<file path="config.mk">
export PLATFORM = sky130hd
export DESIGN_NAME = mdu_exec_ctrl_flat
export DESIGN_NICKNAME = d
export VERILOG_FILES = /design/src/rtl/mdu_exec_ctrl_if.sv /design/src/rtl/mdu_exec_ctrl.sv /design/src/flat_wrapper.sv
export SDC_FILE = /design/constraint.sdc
export NUM_CORES = 1
export LEC_CHECK = 0
export CAP_MARGIN = 20
export CORE_MARGIN = 2
export CORE_UTILIZATION = 49
export CTS_CLUSTER_SIZE = 20
export DETAILED_ROUTE_END_ITERATION = 8
export PLACE_DENSITY = 0.78
export RECOVER_POWER = 100
export REMOVE_ABC_BUFFERS = 1
export SLEW_MARGIN = 20
export SYNTH_ARGS = -nofsm -noshare
export SYNTH_HDL_FRONTEND = slang
export SYNTH_SLANG_ARGS = --single-unit
</file>
<file path="constraint.sdc">
create_clock -name clk -period 2.3 [get_ports clk]
set_clock_uncertainty 0.2 [all_clocks]
set_input_delay 0.46 -clock clk [delete_from_list [all_inputs] [get_ports clk]]
set_output_delay 0.46 -clock clk [all_outputs]
set_load 0.005 [all_outputs]
</file>
<file path="src/rtl/mdu_exec_ctrl_if.sv">
// Issue/strobe/writeback bundle between the MDU issue unit, the sequencing
// controller and the multiply/divide datapath.
interface mdu_exec_ctrl_if #(
    parameter int TAG_W = 6
);
    logic             flush;
    logic             issue_en;
    logic             issue_is_mul;
    logic [TAG_W-1:0] issue_tag;
    logic             issue_div0;
    logic             mul_start;
    logic             div_start;
    logic             mul_advance;
    logic             mul_busy;
    logic             div_busy;
    logic             wb_valid;
    logic             wb_sel;
    logic [TAG_W-1:0] wb_tag;
    logic             wb_ready;

    modport slave (
        input  flush, issue_en, issue_is_mul, issue_tag, issue_div0, wb_ready,
        output mul_start, div_start, mul_advance, mul_busy, div_busy,
               wb_valid, wb_sel, wb_tag
    );

    modport master (
        output flush, issue_en, issue_is_mul, issue_tag, issue_div0, wb_ready,
        input  mul_start, div_start, mul_advance, mul_busy, div_busy,
               wb_valid, wb_sel, wb_tag
    );
endinterface

</file>
<file path="src/rtl/mdu_exec_ctrl.sv">
// MDU sequencing controller: multiplier pipe tracking, divider FSM and
// div-over-mul writeback arbitration. Optional: MDU_DIV_ZERO_FAST_EN.
module mdu_exec_ctrl #(
    parameter int MUL_LAT = 3,
    parameter int DIV_LAT = 32,
    parameter int TAG_W   = 6
) (
    input  logic            clk,
    input  logic            rst,
    mdu_exec_ctrl_if.slave  bus
);
    localparam int CNT_W = (DIV_LAT > 2) ? $clog2(DIV_LAT) : 1;
    localparam logic [CNT_W-1:0] CNT_INIT = CNT_W'(DIV_LAT - 1);

    typedef enum logic [1:0] {
        DIV_IDLE = 2'd0,
        DIV_RUN  = 2'd1,
        DIV_DONE = 2'd2
    } div_state_t;

    div_state_t       state_q, state_d;
    logic [CNT_W-1:0] cnt_q, cnt_d;
    logic [TAG_W-1:0] dtag_q, dtag_d;

    logic [MUL_LAT-1:0] mv_q;
    logic [TAG_W-1:0]   mt_q [MUL_LAT];

    logic kill;
    logic last_valid;
    logic div_req;
    logic mul_stall;
    logic mul_start;
    logic div_start;
    logic div_busy;
    logic div0_fast;

    // Reset and flush share one clearing path, including gating the strobes.
    assign kill       = rst | bus.flush;
    assign last_valid = mv_q[MUL_LAT-1];
    assign div_req    = (state_q == DIV_DONE);
    assign div_busy   = (state_q != DIV_IDLE);
    assign mul_stall  = last_valid & ~(bus.wb_ready & ~div_req);

    assign mul_start = bus.issue_en & bus.issue_is_mul & ~mul_stall & ~kill;
    assign div_start = bus.issue_en & ~bus.issue_is_mul & ~div_busy & ~kill;

`ifdef MDU_DIV_ZERO_FAST_EN
    assign div0_fast = bus.issue_div0;
`else
    logic unused_div0;
    assign unused_div0 = bus.issue_div0;
    assign div0_fast   = 1'b0;
`endif

    assign bus.mul_start   = mul_start;
    assign bus.div_start   = div_start;
    assign bus.mul_advance = ~mul_stall;
    assign bus.mul_busy    = mul_stall;
    assign bus.div_busy    = div_busy;
    assign bus.wb_valid    = ~kill & (div_req | last_valid);
    assign bus.wb_sel      = div_req;
    assign bus.wb_tag      = div_req ? dtag_q : mt_q[MUL_LAT-1];

    // The whole pipe advances or holds as one; bubbles are never squeezed out.
    genvar gi;
    generate
        for (gi = 0; gi < MUL_LAT; gi++) begin : g_stage
            logic             in_v;
            logic [TAG_W-1:0] in_t;
            if (gi == 0) begin : g_head
                assign in_v = mul_start;
                assign in_t = bus.issue_tag;
            end else begin : g_body
                assign in_v = mv_q[gi-1];
                assign in_t = mt_q[gi-1];
            end
            always_ff @(posedge clk) begin
                if (kill) begin
                    mv_q[gi] <= 1'b0;
                    mt_q[gi] <= '0;
                end else if (!mul_stall) begin
                    mv_q[gi] <= in_v;
                    mt_q[gi] <= in_t;
                end
            end
        end
    endgenerate

    always_ff @(posedge clk) begin
        if (kill) begin
            state_q <= DIV_IDLE;
            cnt_q   <= '0;
            dtag_q  <= '0;
        end else begin
            state_q <= state_d;
            cnt_q   <= cnt_d;
            dtag_q  <= dtag_d;
        end
    end

    always_comb begin
        state_d = state_q;
        cnt_d   = cnt_q;
        dtag_d  = dtag_q;
        case (state_q)
            DIV_IDLE: begin
                if (div_start) begin
                    dtag_d  = bus.issue_tag;
                    cnt_d   = CNT_INIT;
                    state_d = div0_fast ? DIV_DONE : DIV_RUN;
                end
            end
            DIV_RUN: begin
                if (cnt_q == '0) begin
                    state_d = DIV_DONE;
                end else begin
                    cnt_d = cnt_q - 1'b1;
                end
            end
            DIV_DONE: begin
                if (bus.wb_ready) begin
                    state_d = DIV_IDLE;
                end
            end
            default: state_d = DIV_IDLE;
        endcase
    end
endmodule

</file>
<file path="src/flat_wrapper.sv">
// flat-port wrapper written by rule: the top's interface ports become plain ports
module mdu_exec_ctrl_flat 
#(
    parameter int MUL_LAT = 3,
    parameter int DIV_LAT = 32,
    parameter int TAG_W   = 6
)
  (clk, rst, bus_flush, bus_issue_en, bus_issue_is_mul, bus_issue_tag, bus_issue_div0, bus_wb_ready, bus_mul_start, bus_div_start, bus_mul_advance, bus_mul_busy, bus_div_busy, bus_wb_valid, bus_wb_sel, bus_wb_tag);
  mdu_exec_ctrl_if #(.TAG_W(TAG_W)) bus_i ();
  input  logic clk;
  input  logic rst;
  input wire logic [$bits(bus_i.flush)-1:0] bus_flush;
  input wire logic [$bits(bus_i.issue_en)-1:0] bus_issue_en;
  input wire logic [$bits(bus_i.issue_is_mul)-1:0] bus_issue_is_mul;
  input wire logic [$bits(bus_i.issue_tag)-1:0] bus_issue_tag;
  input wire logic [$bits(bus_i.issue_div0)-1:0] bus_issue_div0;
  input wire logic [$bits(bus_i.wb_ready)-1:0] bus_wb_ready;
  output wire logic [$bits(bus_i.mul_start)-1:0] bus_mul_start;
  output wire logic [$bits(bus_i.div_start)-1:0] bus_div_start;
  output wire logic [$bits(bus_i.mul_advance)-1:0] bus_mul_advance;
  output wire logic [$bits(bus_i.mul_busy)-1:0] bus_mul_busy;
  output wire logic [$bits(bus_i.div_busy)-1:0] bus_div_busy;
  output wire logic [$bits(bus_i.wb_valid)-1:0] bus_wb_valid;
  output wire logic [$bits(bus_i.wb_sel)-1:0] bus_wb_sel;
  output wire logic [$bits(bus_i.wb_tag)-1:0] bus_wb_tag;
  assign bus_i.flush = bus_flush;
  assign bus_i.issue_en = bus_issue_en;
  assign bus_i.issue_is_mul = bus_issue_is_mul;
  assign bus_i.issue_tag = bus_issue_tag;
  assign bus_i.issue_div0 = bus_issue_div0;
  assign bus_i.wb_ready = bus_wb_ready;
  assign bus_mul_start = bus_i.mul_start;
  assign bus_div_start = bus_i.div_start;
  assign bus_mul_advance = bus_i.mul_advance;
  assign bus_mul_busy = bus_i.mul_busy;
  assign bus_div_busy = bus_i.div_busy;
  assign bus_wb_valid = bus_i.wb_valid;
  assign bus_wb_sel = bus_i.wb_sel;
  assign bus_wb_tag = bus_i.wb_tag;
  mdu_exec_ctrl #(.MUL_LAT(MUL_LAT), .DIV_LAT(DIV_LAT), .TAG_W(TAG_W)) u_core (.clk(clk), .rst(rst), .bus(bus_i));
endmodule
</file>
Word level (Yosys, flattened, before mapping)
Memories as Yosys holds them, arrays and structs flattened.
Cells that the tools add are included.
Cells by class
  add/subtract/negate cells: 1
  reduce and logical (&&, ||, !) cells: 7
  equality and inequality tests: 6
  bitwise operators: 20
  muxes and demuxes: 16
Operators with widths (number)
  $mux W6: 4
  $mux W5: 2
  $pmux W5 S2: 1
  $and A1 B1 Y1: 9
  $mux W2: 3
  $ne A2 B2 Y1 const B: 3
  $not A1 Y1: 6
  $pmux W2 S3: 1
  $reduce_and A3 Y1: 2
  $logic_not A5 Y1: 1
  $mux W1: 5
  $or A1 B1 Y1: 5
  $sub A5 B1 Y5 const B: 1
  $reduce_bool A2 Y1: 2
  $eq A2 B1 Y1 const B: 1
  $eq A2 B2 Y1 const B: 1
  $logic_not A2 Y1: 1
  $ne A2 B1 Y1 const B: 1
  $reduce_and A2 Y1: 1
Storage, ports and cells
  output and inout bits: 13
  input bits: 13
  flip-flop bits (word level): 16
  memories kept: 1
  bits in writable memories: 18
Memory list
  u_core.mt_q: words 3, bits a word 6, read ports 3, clocked after memory_dff 0, write ports 3, line mdu_exec_ctrl.sv:26  | logic [TAG_W-1:0] mt_q [MUL_LAT];

Logic depth before layout (Yosys ltp)
  depth in word-level cells: 9
  depth in mapped cells: 6

Least setup slack after synthesis
OpenSTA, ideal clock, no wires.
  path type: input to output
  from: input bus_issue_is_mul
  to: output bus_div_start
  stages: 3
  buffers on the path: 1
  path slack: 0.357 ns
  data required time: 1.640 ns
  arrival: 1.283 ns
  cells stage by stage: or4b_4 > buf_6 > nor2_2
On the way
  longest elaborated chain between the ends: 4
Ends and longest elaborated chain
  from (decl): line flat_wrapper.sv:14  | input wire logic [$bits(bus_i.issue_is_mul)-1:0] bus_issue_is_mul;
  $not A1 Y1: line mdu_exec_ctrl.sv:45  | assign div_start = bus.issue_en & ~bus.issue_is_mul & ~div_busy & ~kill;
  $and A1 B1 Y1 (3 in series): line mdu_exec_ctrl.sv:45
  to (decl): line flat_wrapper.sv:19  | output wire logic [$bits(bus_i.div_start)-1:0] bus_div_start;
Every way passes these cells.

Worst setup path in the final report
  from: input rst
  to: output bus_div_start
On the way
  longest elaborated chain between the ends: 3
Ends and longest elaborated chain
  from (decl): line flat_wrapper.sv:11  | input logic rst;
  $or A1 B1 Y1: line mdu_exec_ctrl.sv:38  | assign kill = rst | bus.flush;
  $not A1 Y1: line mdu_exec_ctrl.sv:45
  $and A1 B1 Y1: line mdu_exec_ctrl.sv:45
Every way passes these cells.

==> impl_metrics.toml <==
[placed_design]
place_hpwl_mm = 2.03
globalplace.congestion = 0.731
io_buffers = 24
place_ws_ps = -444

[drt]
wl_per_cell_um = 13.9
via_per_inst = 5.19
firstDrtPassIters = 4
drt_iter0_drc = 52
drc = 0
antenna_left = 0
wl_mm = 2.96
num_vias = 1105

[clocking]
clk_pin_slew_ps = 90
cts_tree = "built"
clock_path_buffers = 2
clock_latency_ps = 330
root_buffer = "clkbuf_4"
cts_buffers = 5
htreeDepth = 2
clock-sinks = 34
cts_hold_buf = 0

[die]
rows = 19
coreArea_um2 = 2780
boundaryPins = 26
start_util_pct = 51.9
die-height_um = 58.3
die_area_um2 = 3400
die_x_um = 58.3

[worst_setup_path]
cp.required_ps = 1640
worstPathArrival_ps = 1670
path_max_fanout = 2
cp-start-kind = "input pin"
critical_path_class = "in2out"
end_kind = "primary output"

[final_layout]
fill_cells = 232
nets = 195
diodes = 0
areaGrowthSynthToFinish_pct = 29.3
drive_gt1_share_pct = 17.0

[synth]
syn_area_um2 = 1440
synth_area_per_cell_um2 = 10.5
synthCells = 138
synth_seq_area_share_pct = 59.6
ys_warn_count = 0
yosysUniqueCellTypes = 34
synth-seq-cells = 34

[timing]
tightest_slew_ps = 631
setup_viol = 1
rsz0062_at_grt = "yes"
slew_headroom_pct = 57.3
hold_viol_final = 0
period_share_pct = 101
setup_ws_ps = -27.0
finalWorstPathRequiredPeriod_ps = 2330
final-max-slew-violation-count = 0
fmaxAchievable_ghz = 0.430
setup_tns_ps = -27.0

[global_routing]
grt_overflow = 0
grt_max_degree = 19
grt_pass1_wl_mm = 5.08
antenna_found_initial = 0
grt_pass1_vias = 1130
grtUsageTotal_pct = 20.5

[pwr]
p_leak_uw = 0.000794
ir_worst_vdd_mv = 0.456
p_per_area_nw_per_um2 = 549

[worst_hold_path]
hp-class = "in2reg"

[job]
cap_violations = 0

[run_status]
status = "finished, violations left"
violations = "setup timing"
==> registers in the layout, indices dropped and copies added (netlist names) <==
register             cells
u_core.last_valid        1
u_core.state_q           2
u_core.g_stage.in_v      2
u_core.mt_q             18
u_core.cnt_q             5
u_core.dtag_q            6
==> power breakdown <==
part	switching, uW	internal, uW	leakage [uW]	total [uW]
clock network	185	115	0.0000297	299
logic	34.4	39.4	0.000414	73.8
registers	5.43	646	0.000350	651
==> cell usage in the layout, fill, tap and decap left out, types with 3 or more instances in the layout <==
master | netlist | routed
and2_0 | 0 | 15
and2_1 | 19 | 4
buf_4 | 0 | 7
clkbuf_1 | 2 | 7
clkbuf_4 | 0 | 6
clkdlybuf4s50_1 | 0 | 11
dfxtp_1 | 16 | 14
dlygate4sd2_1 | 0 | 3
dlymetal6s2s_1 | 0 | 3
edfxtp_1 | 18 | 18
inv_1 | 3 | 3
nand2_1 | 32 | 32
nand3_1 | 7 | 7
nor2_1 | 10 | 11
==> metal layers <==
layer | vias up | track usage [%] | part of all wire (%)
met5 | - | 0 | 0
li1 | 558 | - | -
met1 | 510 | 25.3 | 43
met4 | 0 | 9.97 | 2.2
met3 | 8 | 5.58 | 5.6
met2 | 29 | 32.9 | 49
==> through the flow <==
step                      hold slack (ps)  cell area, um^2  utilization (%)  std cells  power [uW]
final                                 263             1870             67.1        213        1020
after CTS                             266             1910             68.6        213        1040
after detailed placement              251             1790             64.5        200         739
after floorplan                       231             1420                -        134         694
after global routing                  267             1870             67.1        213        1070
after global placement                239             1790             64.5        200         736
==> Yosys cell counts <==
cell type | n | share of area [%]
and3_1 | 1 | 0.43
mux2i_1 | 1 | 0.69
a311oi_2 | 1 | 1.0
o31ai_1 | 1 | 0.52
nor3_1 | 2 | 0.69
nor4b_1 | 1 | 0.61
or4b_4 | 1 | 0.95
clkbuf_1 | 2 | 0.52
nor2_1 | 10 | 2.6
or2_2 | 2 | 0.87
nor2_2 | 2 | 0.87
nand2_1 | 32 | 8.3
o22a_1 | 1 | 0.61
nand2b_1 | 2 | 0.87
a21oi_1 | 2 | 0.69
o22ai_4 | 1 | 1.4
inv_1 | 3 | 0.78
ha_1 | 1 | 0.87
and2_1 | 19 | 8.2
a31o_2 | 1 | 0.61
or2b_1 | 1 | 0.52
nand3_1 | 7 | 2.4
a211oi_1 | 1 | 0.52
edfxtp_1 | 18 | 37
a21oi_2 | 1 | 0.61
nor4_1 | 1 | 0.43
buf_2 | 1 | 0.35
a21boi_2 | 1 | 0.78
nor2b_1 | 1 | 0.43
buf_6 | 1 | 0.78
dfxtp_1 | 16 | 22
nand3b_1 | 1 | 0.52
clkinv_1 | 1 | 0.26
a311oi_1 | 1 | 0.61
==> cell type report <==
class                      instances  area [um^2]  share of cell area, %
sequential                        34          863                   46.2
multi-input combinational         96          556                   29.8
timing repair buffer              40          343                   18.4
clock buffer                       6         41.3                   2.21
tap                               31         38.8                   2.08
inverter                           4         16.3                  0.871
clock inverter                     2         8.76                  0.469
==> worst max-delay path: stages <==
cell and delay, ps:
dlygate4sd2_1 240, or2_2 310, buf_4 150, buf_4 130, nor2_1 150, clkdlybuf4s15_2 240
==> final timing paths <==
path | slack [ps] | from | end | cells past startpoint
hold reg to reg | 270 | u_core.dtag_q[0]$_SDFFE_PP0P_ | u_core.dtag_q[0]$_SDFFE_PP0P_ | 2
setup / recovery | -30 | rst | bus_div_start | 6
hold / removal | 260 | bus_issue_en | u_core.g_stage[1].in_v$_SDFFE_PP0P_ | 3
setup reg to reg | 250 | u_core.cnt_q[0]$_SDFFE_PP0P_ | u_core.cnt_q[1]$_SDFFE_PP0P_ | 6
==> cells by family after synthesis <==
logic type,Yosys count,synth area share [%]
buf+inv,8,2.69
compound gates,11,7.37
simple gates,83,28.8
fa+ha+maj,1,0.866
flops,34,59.6
mux,1,0.693
==> repair_timing <==
| item | in CTS | in global routing |
|---|---|---|
| gates resized for setup | 23 | 7 |
| pin swaps | 2 | 2 |
| endpoints found under the setup margin | 12 | 10 |
| buffers inserted | 5 | 0 |
(Power assumes the default switching activity.)
